[src/rtl/des_pkg.sv]
// Shared DES constants: permutation tables, shift schedule, S-boxes, FSM state
// and the bit-gathering helpers used by the round engine.
package des_pkg;

  typedef enum logic [0:0] {ST_IDLE = 1'b0, ST_ROUND = 1'b1} state_t;

  // All tables hold 1-based DES bit numbers; output bit i takes input bit TABLE[i]-1.
  localparam int PC1 [0:55] = '{
    57,49,41,33,25,17, 9, 1,58,50,42,34,26,18,10, 2,59,51,43,35,27,19,11, 3,60,52,44,36,
    63,55,47,39,31,23,15, 7,62,54,46,38,30,22,14, 6,61,53,45,37,29,21,13, 5,28,20,12, 4};
  localparam int PC2 [0:47] = '{
    14,17,11,24, 1, 5, 3,28,15, 6,21,10,23,19,12, 4,26, 8,16, 7,27,20,13, 2,
    41,52,31,37,47,55,30,40,51,45,33,48,44,49,39,56,34,53,46,42,50,36,29,32};
  localparam int E [0:47] = '{
    32, 1, 2, 3, 4, 5, 4, 5, 6, 7, 8, 9, 8, 9,10,11,12,13,12,13,14,15,16,17,
    16,17,18,19,20,21,20,21,22,23,24,25,24,25,26,27,28,29,28,29,30,31,32, 1};
  localparam int P [0:31] = '{
    16, 7,20,21,29,12,28,17, 1,15,23,26, 5,18,31,10,
     2, 8,24,14,32,27, 3, 9,19,13,30, 6,22,11, 4,25};
  localparam int SHIFTS [1:16] = '{1,1,2,2,2,2,2,2,1,2,2,2,2,2,2,1};

  // Indexed by {row, col}, i.e. row*16 + col.
  localparam logic [3:0] SBOX [0:7][0:63] = '{
    '{14,4,13,1,2,15,11,8,3,10,6,12,5,9,0,7,  0,15,7,4,14,2,13,1,10,6,12,11,9,5,3,8,
      4,1,14,8,13,6,2,11,15,12,9,7,3,10,5,0,  15,12,8,2,4,9,1,7,5,11,3,14,10,0,6,13},
    '{15,1,8,14,6,11,3,4,9,7,2,13,12,0,5,10,  3,13,4,7,15,2,8,14,12,0,1,10,6,9,11,5,
      0,14,7,11,10,4,13,1,5,8,12,6,9,3,2,15,  13,8,10,1,3,15,4,2,11,6,7,12,0,5,14,9},
    '{10,0,9,14,6,3,15,5,1,13,12,7,11,4,2,8,  13,7,0,9,3,4,6,10,2,8,5,14,12,11,15,1,
      13,6,4,9,8,15,3,0,11,1,2,12,5,10,14,7,  1,10,13,0,6,9,8,7,4,15,14,3,11,5,2,12},
    '{7,13,14,3,0,6,9,10,1,2,8,5,11,12,4,15,  13,8,11,5,6,15,0,3,4,7,2,12,1,10,14,9,
      10,6,9,0,12,11,7,13,15,1,3,14,5,2,8,4,  3,15,0,6,10,1,13,8,9,4,5,11,12,7,2,14},
    '{2,12,4,1,7,10,11,6,8,5,3,15,13,0,14,9,  14,11,2,12,4,7,13,1,5,0,15,10,3,9,8,6,
      4,2,1,11,10,13,7,8,15,9,12,5,6,3,0,14,  11,8,12,7,1,14,2,13,6,15,0,9,10,4,5,3},
    '{12,1,10,15,9,2,6,8,0,13,3,4,14,7,5,11,  10,15,4,2,7,12,9,5,6,1,13,14,0,11,3,8,
      9,14,15,5,2,8,12,3,7,0,4,10,1,13,11,6,  4,3,2,12,9,5,15,10,11,14,1,7,6,0,8,13},
    '{4,11,2,14,15,0,8,13,3,12,9,7,5,10,6,1,  13,0,11,7,4,9,1,10,14,3,5,12,2,15,8,6,
      1,4,11,13,12,3,7,14,10,15,6,8,0,5,9,2,  6,11,13,8,1,4,10,7,9,5,0,15,14,2,3,12},
    '{13,2,8,4,6,15,11,1,10,9,3,14,5,0,12,7,  1,15,13,8,10,3,7,4,12,5,6,11,0,14,9,2,
      7,11,4,1,9,12,14,2,0,6,10,13,15,3,5,8,  2,1,14,7,4,10,8,13,15,12,9,0,3,5,6,11}};

  function automatic logic [0:55] pc1(input logic [0:63] k);
    logic [0:55] o;
    for (int i = 0; i < 56; i++) o[6'(i)] = k[6'(PC1[i] - 1)];
    return o;
  endfunction

  function automatic logic [0:47] pc2(input logic [0:55] cd);
    logic [0:47] o;
    for (int i = 0; i < 48; i++) o[6'(i)] = cd[6'(PC2[i] - 1)];
    return o;
  endfunction

  function automatic logic [0:47] expand(input logic [0:31] r);
    logic [0:47] o;
    for (int i = 0; i < 48; i++) o[6'(i)] = r[5'(E[i] - 1)];
    return o;
  endfunction

  function automatic logic [0:31] perm_p(input logic [0:31] s);
    logic [0:31] o;
    for (int i = 0; i < 32; i++) o[5'(i)] = s[5'(P[i] - 1)];
    return o;
  endfunction

  function automatic logic [0:27] rotl(input logic [0:27] h, input logic two);
    return two ? {h[2:27], h[0:1]} : {h[1:27], h[0]};
  endfunction

  function automatic logic [0:27] rotr(input logic [0:27] h, input logic two);
    return two ? {h[26:27], h[0:25]} : {h[27], h[0:26]};
  endfunction

endpackage

[src/rtl/des_round_engine_sbox.sv]
// All eight DES S-boxes side by side: 48-bit E(R)^K in, 32-bit result out.
module des_sbox
  import des_pkg::*;
(
  input  logic [0:47] x,
  output logic [0:31] y
);
  for (genvar j = 0; j < 8; j++) begin : g_box
    logic [5:0] b;
    assign b = x[6*j +: 6];
    // Row from the outer bits, column from the inner four.
    assign y[4*j +: 4] = SBOX[j][{b[5], b[0], b[4:1]}];
  end
endmodule

[src/rtl/des_round_engine.sv]
// Iterative DES Feistel core: one round per clock, key schedule rotated on the fly,
// emits R16||L16 with a one-cycle done pulse for the final-permutation stage.
module des_round_engine
  import des_pkg::*;
(
  input  logic        clk,
  input  logic        rst,
  input  logic        start,
  input  logic        decrypt,
  input  logic [0:63] block_in,
  input  logic [0:63] key,
  output logic        busy,
  output logic        done,
  output logic [0:63] preout
);
  state_t      state_q, state_d;
  logic [3:0]  rnd_q, rnd_d;
  logic [0:31] l_q, l_d, r_q, r_d;
  logic [0:55] cd_q, cd_d;
  logic        mode_q, mode_d;
  logic        done_q, done_d;
  logic [0:63] preout_q, preout_d;

  logic [4:0]  sidx;
  logic        sh2;
  logic [0:27] c_rot, d_rot;
  logic [0:55] cd_rnd;
  logic [0:47] subkey, sbox_in;
  logic [0:31] sbox_out, f_out;

  // Decrypt walks the schedule backwards: no rotation in round 1, then right by s[17-rnd].
  always_comb begin
    sidx = mode_q ? 5'd17 - {1'b0, rnd_q} : {1'b0, rnd_q} + 5'd1;
    sh2  = 1'b0;
    for (int n = 1; n <= 16; n++)
      if (n == int'(sidx)) sh2 = (SHIFTS[n] == 2);
    c_rot = cd_q[0:27];
    d_rot = cd_q[28:55];
    if (!mode_q) begin
      c_rot = rotl(cd_q[0:27], sh2);
      d_rot = rotl(cd_q[28:55], sh2);
    end else if (rnd_q != 4'd0) begin
      c_rot = rotr(cd_q[0:27], sh2);
      d_rot = rotr(cd_q[28:55], sh2);
    end
    cd_rnd = {c_rot, d_rot};
    subkey = pc2(cd_rnd);
  end

  assign sbox_in = expand(r_q) ^ subkey;

  des_sbox u_sbox (
    .x (sbox_in),
    .y (sbox_out)
  );

  assign f_out = perm_p(sbox_out);

  always_comb begin
    state_d  = state_q;
    rnd_d    = rnd_q;
    l_d      = l_q;
    r_d      = r_q;
    cd_d     = cd_q;
    mode_d   = mode_q;
    preout_d = preout_q;
    done_d   = 1'b0;
    case (state_q)
      ST_IDLE: begin
        if (start) begin
          state_d = ST_ROUND;
          l_d     = block_in[0:31];
          r_d     = block_in[32:63];
          cd_d    = pc1(key);
          mode_d  = decrypt;
          rnd_d   = 4'd0;
        end
      end
      ST_ROUND: begin
        l_d   = r_q;
        r_d   = l_q ^ f_out;
        cd_d  = cd_rnd;
        rnd_d = rnd_q + 4'd1;
        if (rnd_q == 4'd15) begin
          state_d  = ST_IDLE;
          preout_d = {l_q ^ f_out, r_q};
          done_d   = 1'b1;
        end
      end
      default: state_d = ST_IDLE;
    endcase
  end

  always_ff @(posedge clk or posedge rst) begin
    if (rst) begin
      state_q  <= ST_IDLE;
      rnd_q    <= 4'd0;
      l_q      <= '0;
      r_q      <= '0;
      cd_q     <= '0;
      mode_q   <= 1'b0;
      done_q   <= 1'b0;
      preout_q <= '0;
    end else begin
      state_q  <= state_d;
      rnd_q    <= rnd_d;
      l_q      <= l_d;
      r_q      <= r_d;
      cd_q     <= cd_d;
      mode_q   <= mode_d;
      done_q   <= done_d;
      preout_q <= preout_d;
    end
  end

  assign busy   = (state_q == ST_ROUND);
  assign done   = done_q;
  assign preout = preout_q;

endmodule

[config.mk]
export PLATFORM = sky130hd
export DESIGN_NAME = des_round_engine
export DESIGN_NICKNAME = d
export VERILOG_FILES = /design/src/rtl/des_pkg.sv /design/src/rtl/des_round_engine_sbox.sv /design/src/rtl/des_round_engine.sv
export SDC_FILE = /design/constraint.sdc
export NUM_CORES = 1
export LEC_CHECK = 0
export ABC_CLOCK_PERIOD_IN_PS = 3900
export BUFFER_PORTS_ARGS = -buffer_cell sky130_fd_sc_hd__buf_2
export CAP_MARGIN = 20
export CORE_MARGIN = 2
export CORE_UTILIZATION = 32
export CTS_CLUSTER_SIZE = 12
export DETAILED_ROUTE_END_ITERATION = 8
export GPL_TIMING_DRIVEN = 0
export MAX_ROUTING_LAYER = met4
export PLACE_DENSITY_LB_ADDON = 0.1
export SLEW_MARGIN = 20
export SYNTH_ARGS = -nofsm -noshare
export SYNTH_HDL_FRONTEND = slang
export SYNTH_SLANG_ARGS = --single-unit
export TNS_END_PERCENT = 10
[constraint.sdc]
create_clock -name clk -period 3.9 [get_ports clk]
set_input_delay 0.78 -clock clk [delete_from_list [all_inputs] [get_ports clk]]
set_output_delay 0.78 -clock clk [all_outputs]
set_load 0.01 [all_outputs]
[Yosys cells after proc, flatten, opt, wreduce, memory -nomap -nowiden]
Memory sizes are Yosys's and may differ from the RTL's.
Cells that the tools add are included.
Operators by class
  order comparisons: 4
  bitwise operators: 7
  reductions and logical operators: 4
  eq/ne operators: 17
  add/subtract/negate cells: 3
  muxes and demuxes: 44
Operators by type and width (count)
  $mux 28: 8
  $pmux 32 s2: 2
  $pmux 56 s2: 1
  $mux 32: 2
  $mux 52: 1
  $xor 48x48->48: 1
  $eq 5x5->1 const A: 9
  $xor 32x32->32: 1
  $ge 7x7->1 const B: 4
  $not 6->7: 4
  $eq 4x5->1 const A: 4
  $mux 4: 5
  $mux 1: 18
  $pmux 4 s2: 1
  $mux 3: 2
  $reduce_and 2->1: 3
  $add 4x1->5 const B: 1
  $eq 3x5->1 const A: 1
  $mux 5: 1
  $sub 5x4->5 const A: 1
  $add 4x1->4 const B: 1
  $eq 4x4->1 const B: 1
  $mux 2: 2
  $reduce_bool 4->1: 1
  4 further kinds: 4
Word-level totals
  bits in read-only memories: 1024
  output and inout bits: 66
  logic and storage cells: 92
  input bits: 132
  memories kept: 4
  register bits after elaboration: 191
Memories
  (no name shown): depth 64, bits a word 4, rd ports 1, clocked after Yosys merged registers in 0, write ports 0, RTL line des_round_engine_sbox.sv:12  | assign y[4*j +: 4] = SBOX[j][{b[5], b[0], b[4:1]}];
  (no name shown): depth 64, bits a word 4, rd ports 1, clocked after Yosys merged registers in 0, write ports 0, RTL line des_round_engine_sbox.sv:12
  (no name shown): depth 64, bits a word 4, rd ports 1, clocked after Yosys merged registers in 0, write ports 0, RTL line des_round_engine_sbox.sv:12
  (no name shown): depth 64, bits a word 4, rd ports 1, clocked after Yosys merged registers in 0, write ports 0, RTL line des_round_engine_sbox.sv:12

[Longest topological paths before layout]
Gate-level depths: netlist of run 1.
  depth after elaboration: 27
  mapped depth: 22
  depth with buffers taken out: 18

[By module]
A second synthesis of run 1 with hierarchy kept.
Unflattened totals
  cell total of the unflattened synthesis: 1373
  area total of the unflattened synthesis: 11011.8 sq um
By module, submodules not included
  des_round_engine: sequential area each 2827.7 sq um, instances 1, cells an instance 673, area each 6312.3 sq um
  des_sbox: sequential area each 0.0 sq um, instances 1, cells an instance 700, area each 4699.5 sq um

[Worst setup path before layout of run 1]
OpenSTA, ideal clock, no wires.
  path type: register -> register
  start point: register rnd_q[1]
  end point: register r_q[9] (netlist name)
  buffers on the path: 3
  library setup time: 0.137 ns
  stages on the path, launching flop included: 19
  period minus slack after synthesis: 4.239 ns
  arrival: 4.101 ns
  slack: -0.339 ns
  data required time: 3.763 ns
  cell sequence: dfrtp_1 inv_1 ha_1 nand2b_1 nor2_1 a2111oi_4 buf_6 buf_2 nor2_1 clkbuf_1 o211ai_1 and3_1 or2_2 ha_1 inv_1 mux4_2 mux2i_1 xor2_1 a21oi_1
On the way
  cells in the longest elaborated chain, start to end: 27
  elaborated cells on any way between the ends: 43
  classes of those cells: add/sub: 2; eq/ne: 14; mux: 22; bitwise: 3; reduce/logical: 1; memory: 1
Ends and longest elaborated chain
  from (decl): RTL line des_round_engine.sv:17  | logic [3:0] rnd_q, rnd_d;
  from (signal assigned): RTL line des_round_engine.sv:106  | rnd_q <= rnd_d;
  $sub 5x4->5 / $add 4x1->5 (equally long branches): RTL line des_round_engine.sv:33  | sidx = mode_q ? 5'd17 - {1'b0, rnd_q} : {1'b0, rnd_q} + 5'd1;
  $mux 5: RTL line des_round_engine.sv:33
  $eq 3x5->1: RTL line des_round_engine.sv:36  | if (n == int'(sidx)) sh2 = (SHIFTS[n] == 2);
  $mux 1 (14 in series): RTL line des_round_engine.sv:36
  $mux 28: RTL line des_pkg.sv:70  | return two ? {h[26:27], h[0:25]} : {h[27], h[0:26]};
  $mux 28: RTL line des_round_engine.sv:42  | end else if (rnd_q != 4'd0) begin
  $mux 28 (*): RTL line des_round_engine.sv:39  | if (!mode_q) begin
  $xor 48x48->48 (*): RTL line des_round_engine.sv:50  | assign sbox_in = expand(r_q) ^ subkey;
  $not 6->7 (not written as such) (*): RTL line des_round_engine_sbox.sv:12
  $mem_v2 64x4 (*)
  $mux 2 (not written as such) (*) (2 in series): RTL line des_round_engine_sbox.sv:12
  $xor 32x32->32 (*): RTL line des_round_engine.sv:81  | r_d = l_q ^ f_out;
  $pmux 32 s2 (*): RTL line des_round_engine.sv:68  | case (state_q)
  to (signal assigned): RTL line des_round_engine.sv:108  | r_q <= r_d;
  to (decl): RTL line des_round_engine.sv:18  | logic [0:31] l_q, l_d, r_q, r_d;
Mark *: on every way between the ends. The rest lies on a longest branch, timed or not. The select of a mux whose other input is x is not followed.
A chain may end at the register's enable or synchronous reset.

[Final worst setup path of run 1]
  start point: register rnd_q[1]
  end point: register r_q[8] (netlist name)
On the way
  cells in the longest elaborated chain, start to end: 27
  elaborated cells on any way between the ends: 43
  classes of those cells: add/sub: 2; eq/ne: 14; mux: 22; bitwise: 3; reduce/logical: 1; memory: 1
Ends and longest elaborated chain (RTL line)
  $sub 5x4->5 / $add 4x1->5 (equally long branches): des_round_engine.sv:33
  $mux 5: des_round_engine.sv:33
  $eq 3x5->1: des_round_engine.sv:36
  $mux 1 (14 in series): des_round_engine.sv:36
  $mux 28: des_pkg.sv:70
  $mux 28: des_round_engine.sv:42
  $mux 28 (*): des_round_engine.sv:39
  $xor 48x48->48 (*): des_round_engine.sv:50
  $not 6->7 (not written as such) (*): des_round_engine_sbox.sv:12
  $mem_v2 64x4 (*)
  $mux 4 (not written as such) (*) (2 in series): des_round_engine_sbox.sv:12
  $xor 32x32->32 (*): des_round_engine.sv:81
  $pmux 32 s2 (*): des_round_engine.sv:68
Marks and branches as above.

==> results of run 1 <==
==> cell usage in the layout, fill, tap and decap left out, types with 5 or more instances in the layout <==
cell	netlist	layout
nor2_1	68	65
and2_1	7	7
clkinv_4	0	6
o221ai_1	7	6
or3_1	6	5
nand2_1	161	160
nor2b_1	6	6
ha_4	0	5
clkbuf_16	0	17
dfrtp_1	113	111
nand3_1	34	33
a211o_1	6	6
o21ai_1	3	5
a31o_2	13	13
o211a_1	9	9
o31ai_1	13	10
clkbuf_1	41	31
xnor2_1	10	8
and3_1	10	9
nor4_1	6	5
a21oi_2	0	7
and4_1	6	6
a211oi_2	3	5
conb_1	1	25
buf_4	28	73
inv_1	35	30
buf_2	11	98
o21ai_0	72	69
clkbuf_2	0	7
mux2i_1	51	50
nor3_1	10	8
buf_6	5	10
nand4_1	6	6
a21o_1	6	6
a31oi_1	11	11
o211ai_1	11	11
a21oi_1	54	46
ha_1	23	15
a211oi_1	15	11
==> worst max-delay path by stage <==
stage | end | slack (ns)
6_report | r_q[8] | -0.30
5_1_grt | r_q[15] | -0.43
4_1_cts | preout[15] | -0.36
3_5_place_dp | r_q[9] | -1.46
3_3_place_gp | r_q[9] | -1.49
2_1_floorplan | r_q[9] | -0.10
==> metrics by stage <==
stage | instance area, sq um | hold WS [ns] | setup slack [ns] | cells
after floorplan | 8210 | 0.438 | -0.103 | 982
after global placement | 9080 | 0.454 | -1.49 | 1400
after detailed placement | 9180 | 0.456 | -1.46 | 1404
after CTS | 10400 | 0.461 | -0.358 | 1475
after global routing | 10600 | 0.490 | -0.429 | 1482
final | 10600 | 0.454 | -0.297 | 1482
==> synthesized netlist by cell type, types with 11 or more instances <==
cell / count
nand2_1: 161
nand3_1: 34
a31o_2: 13
buf_2: 11
a31oi_1: 11
a211oi_1: 15
dfrtp_1: 113
a21oi_1: 54
o211ai_1: 11
inv_1: 35
nor2_1: 68
mux2i_1: 51
buf_4: 28
o21ai_0: 72
o31ai_1: 13
clkbuf_1: 41
ha_1: 23
==> final cells by class <==
class / count / area (sq um)
Sequential cell: 113 / 2830
Clock buffer: 18 / 429
Timing Repair Buffer: 147 / 973
Buffer: 88 / 548
Inverter: 38 / 166
Clock inverter: 14 / 148
Fill cell: 2505 / 13900
Multi-Input combinational cell: 740 / 5090
Tap cell: 324 / 405
==> registers in the layout, indices dropped and copies added, names as in the netlist <==
signal,count
preout,39
busy,1
mode_q,1
cd_q,28
rnd_q,4
r_q,32
l_q,7
done,1
==> logic make-up (layout without fill, tap and decap cells) <==
logic type,count (synthesis),after routing,share of synthesized area (%)
and+or+nand+nor,345,345,20.0
DFF,113,113,35.2
buffers and inverters,129,305,8.14
muxes,57,57,7.62
xor gates and xnor gates,21,21,2.38
other,1,25,0.0467
AOI/OAI and AO/OA,269,269,23.0
adders and majority gates,23,23,3.59
==> timing repair <==
| action | CTS | global route |
|---|---|---|
| buffers inserted | 40 | 9 |
| endpoints found under the setup margin | 15 | 14 |
| resized for setup | 76 | 41 |
| pin swaps | 25 | 31 |
==> layer usage <==
layer	routed length (um)	global-route usage, %	vias up
met5	0	-	-
met4	829	8.45	0
met3	2180	5.07	59
met2	13700	36.2	350
met1	14100	32.6	3967
li1	-	-	3779
==> flow_metrics.tcl, run 1 <==
set metrics [dict create \
    status "complete, but fails checks" \
    violations "negative setup slack" \
    pin_count 198 \
    final_core_util_pct 43.3 \
    r2r_cells 19 \
    cts.sinks 113 \
    synth_edf_count 0 \
    avgRoutedWirePerCell_um 20.8 \
    critPathArrivalTime_ns 4.47 \
    setup_tns_ns -3.40 \
    hold_buffers 0 \
    drv_slew 0 \
    ant_nets 0 \
    crit_start "rnd_q[1]" \
    n_antenna_cell 0 \
    yosys.cell_types.count 85 \
    post-synth-top-area-cell "dfrtp_1" \
    rsz0062_at_grt "true" \
    rr_endpoint "r_q[8]" \
    r2r_start "rnd_q[1]" \
    cp_max_fo 10 \
    worst-path-stages 19 \
    cts_buffers 17 \
    synth_top_area_share_pct 35.2 \
    viasPerCell 5.50 \
    cap_violations 0 \
    syn_avg_cell_area_sq_um 8.38 \
    io_buffers 94 \
    place_hpwl_mm 22.2 \
    die_area_sq_um 26400 \
    cts-root-buf "clkbuf_16" \
    final_nets 1300 \
    core_area_sq_um 24500 \
    cp_slowest_stage_delay_ns 0.52 \
    ys_seq_elements 113 \
    end_kind "register" \
    required_ns 4.18 \
    ys_async_sr_fraction_pct 100 \
    cpMaxStageDelayCell "mux4_2" \
    row_count 57 \
    drive_gt1_share_pct 28.8 \
    die_w_um 162 \
    cts_tree "done" \
    start_util_pct 32.8 \
    fin_crit_ns 4.20 \
    startpoint_type "register" \
    cts.clk_slew.worst_paths_ns 0.06 \
    clock_latency_ns 0.43 \
    drt_iter0_markers 729 \
    antenna_found_initial 0 \
    grt-ovfl-total 0 \
    wirelength_mm 30.8 \
    setup_viol 14 \
    fmax_mhz 238 \
    path_class "register to register" \
    crit_buf_inv 4 \
    htree_levels 4 \
    path_cells "buf_6 > ha_4 > xor2_4 > o211ai_4 > a2111o_1 > buf_6 > buf_6 > nand2_4 > buf_6 > nand2_1 > a21oi_2 > a21oi_2 > a21oi_4 > xnor2_2 > ha_2 > mux2_2 > mux4_2 > xor2_2 > a21oi_2" \
    clock_skew_ns 0.0115 \
    drtPass1Iterations 6 \
    ys_seq_area_share_pct 35.2 \
    grt_max_degree 30 \
    hold_viol_final 0 \
    rrSetupSlack_ns -0.30 \
    synth_area_sq_um 8030 \
    setup_ws_ns -0.297 \
    clockBufferDepth 2 \
    period_share_pct 108 \
    syn2layout_area_growth_pct 31.9 \
    cp_top_family "compound AO/OA/AOI/OAI gates" \
    yosysWarnings 0 \
    cp_common_cell "buf_6" \
    min_path_type "input pin to asynchronous set/reset pin" \
    gp_congestion 0.952 \
    synthCells 958 \
    grt_pass1_vias 7921 \
    grt_usage_pct 24.2 \
    ys_dominant_reg_cell "dfrtp_1" \
    vias 8155 \
    max-slew-margin-rel_pct 25.9 \
    grt_pass1_wl_mm 46.8 \
    synthTopCellsByArea "dfrtp_1 (35%), nand2_1 (7.5%), mux2i_1 (6.4%)" \
    drc 0 \
    worst_slew_pin_slew_ns 1.10 \
    die_y_um 162 \
]
Power of run 1 is not shown: default switching activity piles up to over one toggle a cycle in this logic, so the estimate is an artifact.
==> inputs of run 2 (changes only) <==
BUFFER_PORTS_ARGS = -buffer_cell sky130_fd_sc_hd__clkbuf_2   (was -buffer_cell sky130_fd_sc_hd__buf_2)
CORE_ASPECT_RATIO = 0.8   (was not set)
SYNTH_HIERARCHICAL = 1   (was not set)
==> run 2 against run 1 <==
Effect of this change: die area decreased by 4.7%; clock skew increased by 0.0032 ns; final cell count decreased by 6.5%; worst hold slack got worse by 0.065 ns; first-iteration DRC count decreased by 43%; critical path depth increased by 1; the run now ends clean; non-clock buffer count increased by 24; critical path type unchanged.
==> flow_metrics.tcl, run 2 <==
set metrics [dict create \
    leakage_nw 4.87 \
    grt-ovfl-total 0 \
    cts-root-buf "clkbuf_16" \
    synthCells 871 \
    dp_slack_ns -0.777 \
    clock_skew_ns 0.0147 \
    crit_start "rnd_q[2]" \
    wirelength_mm 25.2 \
    row_count 50 \
    switching_share_pct 46.3 \
    period_share_pct 97.6 \
    irDropWorstVdd_v 0.000499 \
    grt_pass1_vias 6586 \
    p_switching_w 0.00666 \
    die_y_um 142 \
    drt_iter0_markers 418 \
    final_nets 1219 \
    htree_levels 4 \
    cap_violations 0 \
    path_class "register to register" \
    synth_area_sq_um 7640 \
    end_kind "register" \
    final_core_util_pct 43.1 \
    clock_latency_ns 0.42 \
    fmax_mhz 263 \
    cts_buffers 17 \
    path_cells "buf_6 > inv_4 > ha_4 > xnor2_2 > a211o_4 > and2_4 > buf_12 > nor3_2 > o32a_1 > xnor2_2 > buf_4 > inv_1 > ha_1 > buf_2 > nand2_1 > o21ai_0 > mux4_2 > o22ai_4 > xnor2_2 > o21ai_0" \
    seq_area_sq_um 2830 \
    rsz0062_at_grt "true" \
    pin_count 198 \
    place_hpwl_mm 17.7 \
    p_seq_share_pct 14.5 \
    cp_slowest_stage_delay_ns 0.49 \
    grt_max_degree 68 \
    final_cell_mix "nand2_1 (146), dfrtp_1 (111), clkbuf_2 (101)" \
    cp_max_fo 6 \
    multi_input_area_sq_um 4580 \
    cts_tree "done" \
    yosysWarnings 6 \
    antenna_found_initial 1 \
    power_density_nw_per_um2 1430 \
    syn2layout_area_growth_pct 31.9 \
    start_util_pct 32.7 \
    grt_usage_pct 20.8 \
    cp_common_cell "xnor2_2" \
    p_clk_share_pct 10.2 \
    drive_gt1_share_pct 30.0 \
    setup_viol 0 \
    worst_slew_pin_slew_ns 0.835 \
    core_area_sq_um 23400 \
    ant_nets 0 \
    mostFrequentLayoutCell "nand2_1" \
    fin_crit_ns 3.81 \
    largest_register_ffs 39 \
    viasPerCell 4.98 \
    required_ns 4.17 \
    critPathArrivalTime_ns 4.08 \
    die_w_um 177 \
    n_fill_cell 2354 \
    clockBufferDepth 2 \
    vias 6896 \
    max-slew-margin-rel_pct 44.4 \
    r2r_start "rnd_q[2]" \
    syn_avg_cell_area_sq_um 8.77 \
    startpoint_type "register" \
    crit_buf_inv 6 \
    gp_congestion 0.874 \
    finalPower_w 0.0144 \
    comb_power_share_pct 75.3 \
    drc 0 \
    cpMaxStageDelayCell "mux4_2" \
    avgRoutedWirePerCell_um 18.2 \
    die_area_sq_um 25100 \
    min_path_type "input pin to asynchronous set/reset pin" \
    io_buffers 95 \
    cts.sinks 113 \
    status "completed" \
    drtPass1Iterations 7 \
    grt_pass1_wl_mm 38.7 \
    cts.clk_slew.worst_paths_ns 0.06 \
    setup_ws_ns 0.0941 \
    p_int_w 0.00772 \
    drv_slew 0 \
    cp_top_family "compound AO/OA/AOI/OAI gates" \
    setup_tns_ns 0 \
    hold_viol_final 0 \
]
[run 2: area by class of cell]
type / count / area share (%)
clock buffers: 22 / 4.61
plain buffers: 110 / 6.73
diodes: 1 / 0.0248
flip-flops and latches: 113 / 28.1
repair buffers: 149 / 9.40
multi-input cells: 648 / 45.5
clock inverters: 9 / 0.845
inverters: 21 / 0.956
well taps: 312 / 3.87
[run 2: routing by layer]
metal  track usage, %  wire length [um]  vias up  share of wire [%]
li1                 -                 -     3347                  -
met1             29.5             12300     3293                 49
met2             29.1             10900      236                 43
met3             5.26              1710       20                6.8
met4             5.79               362        0                1.4
met5                -                 0        -                  0
[run 2: worst paths after layout]
check	end	slack, ns	depth (start not counted)
max in group asynchronous	l_q[5]	2.80	3
min reg2reg	preout[50]	0.46	2
min	preout[55]	0.39	2
min in group clk	preout[50]	0.46	2
max reg2reg	preout[8]	0.09	20
max	preout[8]	0.09	20
[run 2: worst reg2reg max path, cell delays in order, from the launching register on]
cell     delay [ns]
dfrtp_1        0.36
buf_6          0.13
inv_4          0.04
ha_4           0.15
xnor2_2        0.13
a211o_4        0.38
and2_4         0.20
buf_12         0.14
nor3_2         0.10
o32a_1         0.26
xnor2_2        0.14
buf_4          0.16
inv_1          0.07
ha_1           0.27
buf_2          0.14
nand2_1        0.05
o21ai_0        0.07
mux4_2         0.49
o22ai_4        0.14
xnor2_2        0.14
o21ai_0        0.09
[run 2: what timing repair did]
action | CTS | global route
hold buffers | 0 | 0
setup buffers | 31 | 21
gates resized for setup | 58 | 62
gates cloned | 0 | 1
pin swaps | 16 | 30
endpoints found under the hold margin | 0 | 0
endpoints found under the setup margin | 14 | 14
[run 2: power by group through the flow]
stage,clock [W],combinational (W),sequential (W)
global placement,0,0.00855,0.00208
CTS,0.00151,0.00958,0.00206
finish,0.00147,0.0108,0.00209
detailed placement,0,0.00849,0.00207
global route,0.00156,0.0118,0.00214
floorplan,0,0.00659,0.00196
[run 2: metrics by stage]
step | instance area (sq um) | instances | hold WS, ns
after floorplan | 7740 | 897 | 0.438
after global placement | 8610 | 1304 | 0.458
after detailed placement | 8640 | 1305 | 0.452
after CTS | 9660 | 1364 | 0.398
after global routing | 10100 | 1385 | 0.432
final | 10100 | 1385 | 0.388
(Power assumes the default switching activity.)
==> inputs of run 3 (changes only) <==
ABC_AREA = 1   (was not set)
CORE_UTILIZATION = 52   (was 32)
==> run 3 against run 2 <==
Effect of this change: largest power group unchanged; critical path type unchanged; sequential cell count is the same; critical endpoint is now r_q[12]; synthesized cell count grew 25%; first-iteration DRC count grew 64%; highest routed layer unchanged; combinational power shrank 22%; largest cell class unchanged.
==> flow_metrics.tcl, run 3 <==
set metrics [dict create \
    gp_congestion 1.02 \
    period_share_pct 94.1 \
    wirelength_mm 23.1 \
    mostFrequentLayoutCell "nand2_1" \
    n_antenna_cell 0 \
    pin_count 198 \
    final_cell_mix "nand2_1 (408), nand3_1 (115), dfrtp_1 (113)" \
    antenna_found_initial 0 \
    power_density_nw_per_um2 1340 \
    setup_viol 0 \
    synth_area_sq_um 7560 \
    n_fill_cell 1319 \
    drtPass1Iterations 6 \
    syn2layout_area_growth_pct 20.1 \
    grt_usage_pct 31.7 \
    drive_gt1_share_pct 18.8 \
    end_kind "register" \
    max-slew-margin-rel_pct 48.7 \
    cpMaxStageDelayCell "ha_2" \
    cts.sinks 113 \
    final_nets 1394 \
    drv_slew 0 \
    vias 7657 \
    largest_register_ffs 39 \
    clock_skew_ns 0.00981 \
    hold_buffers 0 \
    critPathArrivalTime_ns 4.02 \
    viasPerCell 5.35 \
    hold_viol_final 0 \
    fmax_mhz 272 \
    min_path_type "input pin to asynchronous set/reset pin" \
    irDropWorstVdd_v 0.000849 \
    die_area_sq_um 15500 \
    worst_slew_pin_slew_ns 0.770 \
    yosysWarnings 6 \
    status "completed" \
    ant_nets 0 \
    drt_iter0_markers 684 \
    avgRoutedWirePerCell_um 16.1 \
    cts-root-buf "clkbuf_16" \
    grt_pass1_vias 7062 \
    syn_avg_cell_area_sq_um 6.92 \
    path_class "register to register" \
    start_util_pct 53.1 \
    cts.clk_slew.worst_paths_ns 0.06 \
    clock_latency_ns 0.44 \
    required_ns 4.25 \
    hold_slack_ns 0.349 \
    dp_slack_ns 0.00739 \
    multi_input_area_sq_um 3930 \
    clockBufferDepth 2 \
    cap_violations 0 \
    grt_max_degree 75 \
    finalPower_w 0.0121 \
    setup_ws_ns 0.230 \
    crit_buf_inv 6 \
    io_buffers 95 \
    fin_crit_ns 3.67 \
    cts_tree "done" \
    row_count 39 \
    cp_max_fo 10 \
    grt_pass1_wl_mm 37.0 \
    core_area_sq_um 14200 \
    final_core_util_pct 63.8 \
    cp_slowest_stage_delay_ns 0.40 \
    setup_tns_ns 0 \
    synthCells 1093 \
    grt-ovfl-total 0 \
    drc 0 \
    leakage_nw 4.90 \
    seq_area_sq_um 2830 \
    htree_levels 4 \
    cts_buffers 17 \
    die_y_um 112 \
    rsz0062_at_grt "true" \
    cts_setup_buffers 0 \
    die_w_um 139 \
    cp_top_family "simple AND/OR/NAND/NOR gates" \
    startpoint_type "register" \
    place_hpwl_mm 16.9 \
]
==> run 3: power breakdown <==
part / leakage, nW / internal, W / total (W) / switching (W)
clock: 0.291 / 0.00101 / 0.00163 / 0.000617
combinational: 3.16 / 0.00295 / 0.00845 / 0.00550
sequential: 1.45 / 0.00169 / 0.00207 / 0.000377
==> run 3: path summary, 6_finish.rpt <==
check	slack (ns)	to	depth (start not counted)	from
min	0.35	r_q[16]	2	rst
max	0.23	r_q[12]	26	rnd_q[0]
max reg2reg	0.23	r_q[12]	26	rnd_q[0]
min in group clk	0.48	preout[15]	2	preout[15]
min reg2reg	0.48	preout[15]	2	preout[15]
max in group asynchronous	2.86	cd_q[7]	3	rst
==> run 3: cell type report <==
cell class              count  area share, %
plain buffers              86           5.80
well taps                 184           2.53
repair buffers             96           5.53
clock buffers              17           4.68
inverters                 122           5.09
flip-flops and latches    113           31.1
multi-input cells         799           43.3
clock inverters            14           1.98
==> run 3: metal layers <==
| metal | GRT usage (%) | vias up | share of wire (%) |
|---|---|---|---|
| met5 | - | - | 0 |
| met4 | 11.9 | 0 | 2.8 |
| met3 | 7.53 | 44 | 8.2 |
| met2 | 44.9 | 310 | 42 |
| met1 | 44.2 | 3576 | 47 |
| li1 | - | 3727 | - |
==> run 3: repair_timing <==
action                     4_1_cts  5_1_grt
resized for setup                2       21
pin swaps                        0        2
setup endpoints to repair        3       11
==> run 3: per-stage QoR <==
stage          cell area, sq um  instances
6_report                   9090       1431
3_5_place_dp               8400       1400
5_1_grt                    9090       1431
2_1_floorplan              7660       1120
4_1_cts                    9010       1431
3_3_place_gp               8370       1399
